### src/rtl/mprj_stable_filter.sv
// Glitch filter: emits one event per distinct run of obs once the run has
// lasted STABLE_CYCLES samples; cleared whenever en is low.
module mprj_stable_filter #(
  parameter int WIDTH         = 28,
  parameter int STABLE_CYCLES = 4
) (
  input  logic             clock,
  input  logic             resetb,
  input  logic             en,
  input  logic [WIDTH-1:0] obs,
  output logic             stable_pulse,
  output logic             stable_level,
  output logic [WIDTH-1:0] stable_value
);

  localparam int RUN_W = $clog2(STABLE_CYCLES + 1);
  localparam logic [RUN_W-1:0] RUN_MAX = RUN_W'(STABLE_CYCLES);

  logic [WIDTH-1:0] prev_q;
  logic             valid_q;
  logic [RUN_W-1:0] run_q;
  logic             fired_q;
  logic             pulse_q;
  logic [WIDTH-1:0] value_q;

  logic             new_run;
  logic [RUN_W-1:0] run_d;
  logic             pulse_d;
  logic             fired_d;

  always_comb begin
    new_run = !valid_q || (obs != prev_q);
    if (new_run)
      run_d = RUN_W'(1);
    else if (run_q == RUN_MAX)
      run_d = RUN_MAX;
    else
      run_d = run_q + RUN_W'(1);
    // fired_q keeps a saturated run from re-triggering
    pulse_d = (run_d == RUN_MAX) && (new_run || !fired_q);
    fired_d = new_run ? pulse_d : (fired_q || pulse_d);
  end

  always_ff @(posedge clock or negedge resetb) begin
    if (!resetb) begin
      prev_q  <= '0;
      valid_q <= 1'b0;
      run_q   <= '0;
      fired_q <= 1'b0;
      pulse_q <= 1'b0;
      value_q <= '0;
    end else if (!en) begin
      prev_q  <= '0;
      valid_q <= 1'b0;
      run_q   <= '0;
      fired_q <= 1'b0;
      pulse_q <= 1'b0;
      value_q <= '0;
    end else begin
      prev_q  <= obs;
      valid_q <= 1'b1;
      run_q   <= run_d;
      fired_q <= fired_d;
      pulse_q <= pulse_d;
      if (pulse_d)
        value_q <= obs;
    end
  end

  assign stable_pulse = pulse_q;
  assign stable_level = fired_q;
  assign stable_value = value_q;

endmodule

### config.mk
export PLATFORM = sky130hd
export DESIGN_NAME = mprj_stable_filter
export DESIGN_NICKNAME = d
export VERILOG_FILES = /design/src/rtl/mprj_stable_filter.sv
export SDC_FILE = /design/constraint.sdc
export NUM_CORES = 1
export LEC_CHECK = 0
export ABC_AREA = 1
export CORE_UTILIZATION = 53
export CTS_BUF_LIST = sky130_fd_sc_hd__clkbuf_4 sky130_fd_sc_hd__clkbuf_8
export DETAILED_ROUTE_END_ITERATION = 10
export HOLD_SLACK_MARGIN = 0.05
export PLACE_DENSITY = 0.81
export SYNTH_ARGS = -nofsm -noshare
export SYNTH_HDL_FRONTEND = slang
export SYNTH_SLANG_ARGS = --single-unit
### constraint.sdc
create_clock -name clock -period 4.8 [get_ports clock]
set_clock_uncertainty 0.15 [all_clocks]
set_input_delay 0.72 -clock clock [delete_from_list [all_inputs] [get_ports clock]]
set_output_delay 0.72 -clock clock [all_outputs]
set_load 0.1 [all_outputs]
[Word-level counts from Yosys, hierarchy flattened]
Cells that the tools add are included.
Storage, ports and cells
  register bits: 62
  output and inout port bits: 30
Cells by class
  add/sub/neg operators: 1
  eq/ne operators: 4
  muxes and demuxes: 10
  reductions and logical operators: 6
Operators by type and width (number)
  2-to-1 mux 28 bit: 3
  inequality test 28 bit: 1
  2-to-1 mux 3 bit: 3
  equality test 3 bit, second input constant: 2
  2-to-1 mux 1 bit: 4
  adder 3 x 1 -> 3 bit, second input constant: 1
  logical OR 1 bit: 3
  zero test 1 bit: 2
  inequality test 2 x 1 -> 1 bit, second input constant: 1
  logical AND 1 bit: 1

[Longest topological paths before layout]
  depth after elaboration: 8
  depth in mapped cells: 13
  gate-level depth less buffers: 12

[Worst setup path before layout]
Ideal clock, no wire load.
  kind: register to register
  start point: register fired_q (netlist: stable_level)
  end point: register value_q[18] (netlist: stable_value[18])
  setup time: 0.122 ns
  arrival: 1.715 ns
  required time: 4.528 ns
  setup slack: 2.813 ns
  cell stages (with the launch flop): 6
  period minus slack after synthesis: 1.987 ns
  cells stage by stage: dfrtp_1 -> inv_1 -> buf_2 -> clkbuf_1 -> nand4_1 -> nand2_1
Between the ends
  word-level cells in the longest chain between the ends: 4
Ends and longest elaborated chain
  from (decl): line 22  | logic fired_q;
  from (signal assigned): line 63  | fired_q <= fired_d;
  zero test 1 bit: line 40  | pulse_d = (run_d == RUN_MAX) && (new_run || !fired_q);
  logical OR 1 bit: line 40
  logical AND 1 bit: line 40
  inequality test 2 x 1 -> 1 bit (no source line)
  to (signal assigned): line 66  | value_q <= obs;
  to (decl): line 24  | logic [WIDTH-1:0] value_q;
No other way between the ends.
A chain may end at the register's enable or synchronous reset.

[Worst setup path after layout]
  start point: register fired_q (netlist: stable_level)
  end point: output stable_level
RTL lines
  to (decl): line 12  | output logic stable_level,
No word-level cell between the ends.

==> run_results.csv <==
group,metric,value,unit
status,run_status,"finished, final reports clean",
run,max-cap-violations,0,
detailed_routing,initialDrtViolationCount,204,
yosys,post-synth-top-area-cell,"dfrtp_1",
setup_path,critical_path_buf_inv_count,1,
timing,maxSlewHeadroom,34.2,%
grt,gr-usage-met2,41.0,%
timing,grt_setup_unrepaired,"no",
yosys,multiplexer_area_fraction_after_synthesis,0,%
detailed_routing,avg_wl_per_cell,12.5,um
final_layout,drive_above_1_share,9.77,%
pwr,total_power,1.08,mW
timing,tightest_slew,0.984,ns
hold_path,hold_path_class,"register to register",
grt,antenna_found_initial,0,
yosys,synth_adder_area_share,0.743,%
floorplan,top_ports,61,
timing,timing.final.ws_setup,2.05,ns
floorplan,die-height,81.7,um
yosys,ys_top_cells_by_count,"nand2_1, inv_1, dfrtp_1",
floorplan,effective_utilization_at_floorplan,55.9,%
clock_tree,cts_hold_buf,0,
yosys,postSynthRegisterBits,62,
timing,timing.final.max_slew_violations,0,
grt,global_route.usage.met3,4.00,%
timing,finalHoldViolations,0,
setup_path,timing.critical_path.from_type,"register",
yosys,synth.yosys.seq_area_share,46.1,%
pwr,p_leak,2.35,nW
timing,period_minus_ws_final,2.75,ns
grt,grt_use_total,25.2,%
yosys,synth_nets,484,
clock_tree,cts_post_setup_buffers_inserted,0,
yosys,synth-compound-area-share,0.854,%
grt,globalRouteOverflowTotal,0,
floorplan,row_count,28,
setup_path,timing.critical_path.required,3.93,ns
pwr,worst_ir_drop_vdd,0.185,mV
yosys,syn-instance-count,451,
clock_tree,clock_tree.buffer_depth,2,
grt,grt_start_max_net_pins,63,
placement,detailed_place_hpwl,5.14,mm
clock_tree,tritoncts,"yes",
setup_path,max_stage_delay_on_crit_path,1.15,ns
detailed_routing,wl,7.36,mm
final_layout,finish.net_count,541,
setup_path,path_delay_family,"buffers and inverters",
yosys,avgSynthCellArea,7.47,sq um
timing,setup_viol,0,
clock_tree,htree_num_levels,3,
detailed_routing,post_drt_via_cell_ratio,4.89,
floorplan,die_area,6680,sq um
clock_tree,clk_pin_slew,0.06,ns
floorplan,design.core.area,6030,sq um
grt,gr-max-usage-layer,"met2",
placement,io_buffer_count,60,
setup_path,crit_path_cell_trace,"clkdlybuf4s50_1",
detailed_routing,routed-via-count,2868,
final_layout,n_antenna_cell,0,
grt,first_pass_grt_wire_length,12.3,mm
timing,setup_tns,0,ns
yosys,post_synth_instance_area,3370,sq um
placement,place_ws,1.73,ns
yosys,post_synth_num_cell_types,25,
yosys,synth_top_cell_area_share,46.1,%
final_layout,area_growth,23.0,%
yosys,synth-edff-count,0,
yosys,synthesis.yosys.warnings,0,
yosys,synth_xor_xnor_area_share,0.780,%
grt,grt_pass1_vias,2782,
setup_path,endpoint_kind,"output pin",
clock_tree,ctsRootBufferMaster,"clkbuf_8",
clock_tree,post_cts_resize_count,0,
setup_path,timing.critical_path.arrival,1.88,ns
placement,gpl.final_weighted_congestion,0.907,
yosys,yosys.cell_count.top_type,"nand2_1",
clock_tree,clock_sinks,62,
grt,grt_use_met1,31.7,%
clock_tree,clkLatencyLatePin,0.35,ns
clock_tree,cts_buffers,9,
timing,fmaxAchievable,0.363,GHz
detailed_routing,post-route-drc-count,0,
detailed_routing,final_antenna_net_count,0,
yosys,yosys.area_share.simple,37.1,%
yosys,post_synth_main_area_contributors,"dfrtp_1, nand2_1, inv_1",
yosys,yosys_most_used_dff,"dfrtp_1",
detailed_routing,drt_first_pass_iters,5,
yosys,synth_top_family_by_area,"simple AND/OR/NAND/NOR gates",
timing,post-route-period-util,57.4,%
setup_path,critPathMaxFanout,3,
floorplan,die_boundary_width,81.7,um
pwr,p_per_area,262,nW/um^2
yosys,ys_async_sr_fraction,100,%
setup_path,cp_slowest_cell,"clkdlybuf4s50_1",
setup_path,worst-setup-path-type,"register to output pin",
-- where the power goes --
group          switching [mW]  total (mW)  internal [mW]
clock network           0.189       0.419          0.229
logic                  0.0755       0.124         0.0482
registers             0.00681       0.542          0.536
-- path summary, 6_finish.rpt --
| check | from | depth (start not counted) | slack (ns) | endpoint |
|---|---|---|---|---|
| max | stable_level | 1 | 2.05 | stable_level |
| min | stable_level | 1 | 0.33 | stable_pulse |
| max reg2reg | run_q[0] | 9 | 2.36 | stable_value[1] |
| min reg2reg | stable_level | 1 | 0.33 | stable_pulse |
| max in group asynchronous | resetb | 2 | 3.59 | prev_q[3] |
| min in group asynchronous | resetb | 2 | 0.39 | stable_value[27] |
-- logic make-up after synthesis --
family | after synthesis
compound gates | 5
xor+xnor | 3
fa+ha+maj | 2
buf+inv | 116
flops | 62
simple gates | 263
-- per-stage QoR --
stage	area, sq um	util [%]	hold slack [ns]	std cells
after CTS	4140	68.8	0.333	587
after detailed placement	3960	65.8	0.321	572
after floorplan	3370	-	0.274	451
after global routing	4140	68.8	0.352	587
after global placement	3960	65.8	0.328	572
final	4140	68.8	0.328	587
-- layer usage --
metal,wire [um],vias up
met3,314,16
met1,3350,1320
li1,-,1465
met2,3530,67
met5,0,-
met4,168,0
-- flip-flops by register name, summed over array words and instances (netlist names) --
name,cells
stable_pulse,1
prev_q,28
valid_q,1
run_q,3
stable_value,28
stable_level,1
-- placed cells by master (no fill, tap or decap), drive strengths merged, types with 4 or more instances in the layout --
cell	n
buf	6
clkbuf	14
clkdlybuf4s50	58
dfrtp	62
inv	97
nand2	160
nand3	31
nand4	33
nor2	37
o21ai	4
-- cell type report --
class                   instances  area [sq um]
clock buffers                  14           174
clock inverters                 1          5.00
multi-input cells             273          1330
flip-flops and latches         62          1550
repair buffers                 64           621
inverters                      98           368
fillers                       511          1880
well taps                      75          93.8
Note: power is estimated with default switching activity, not from simulation.
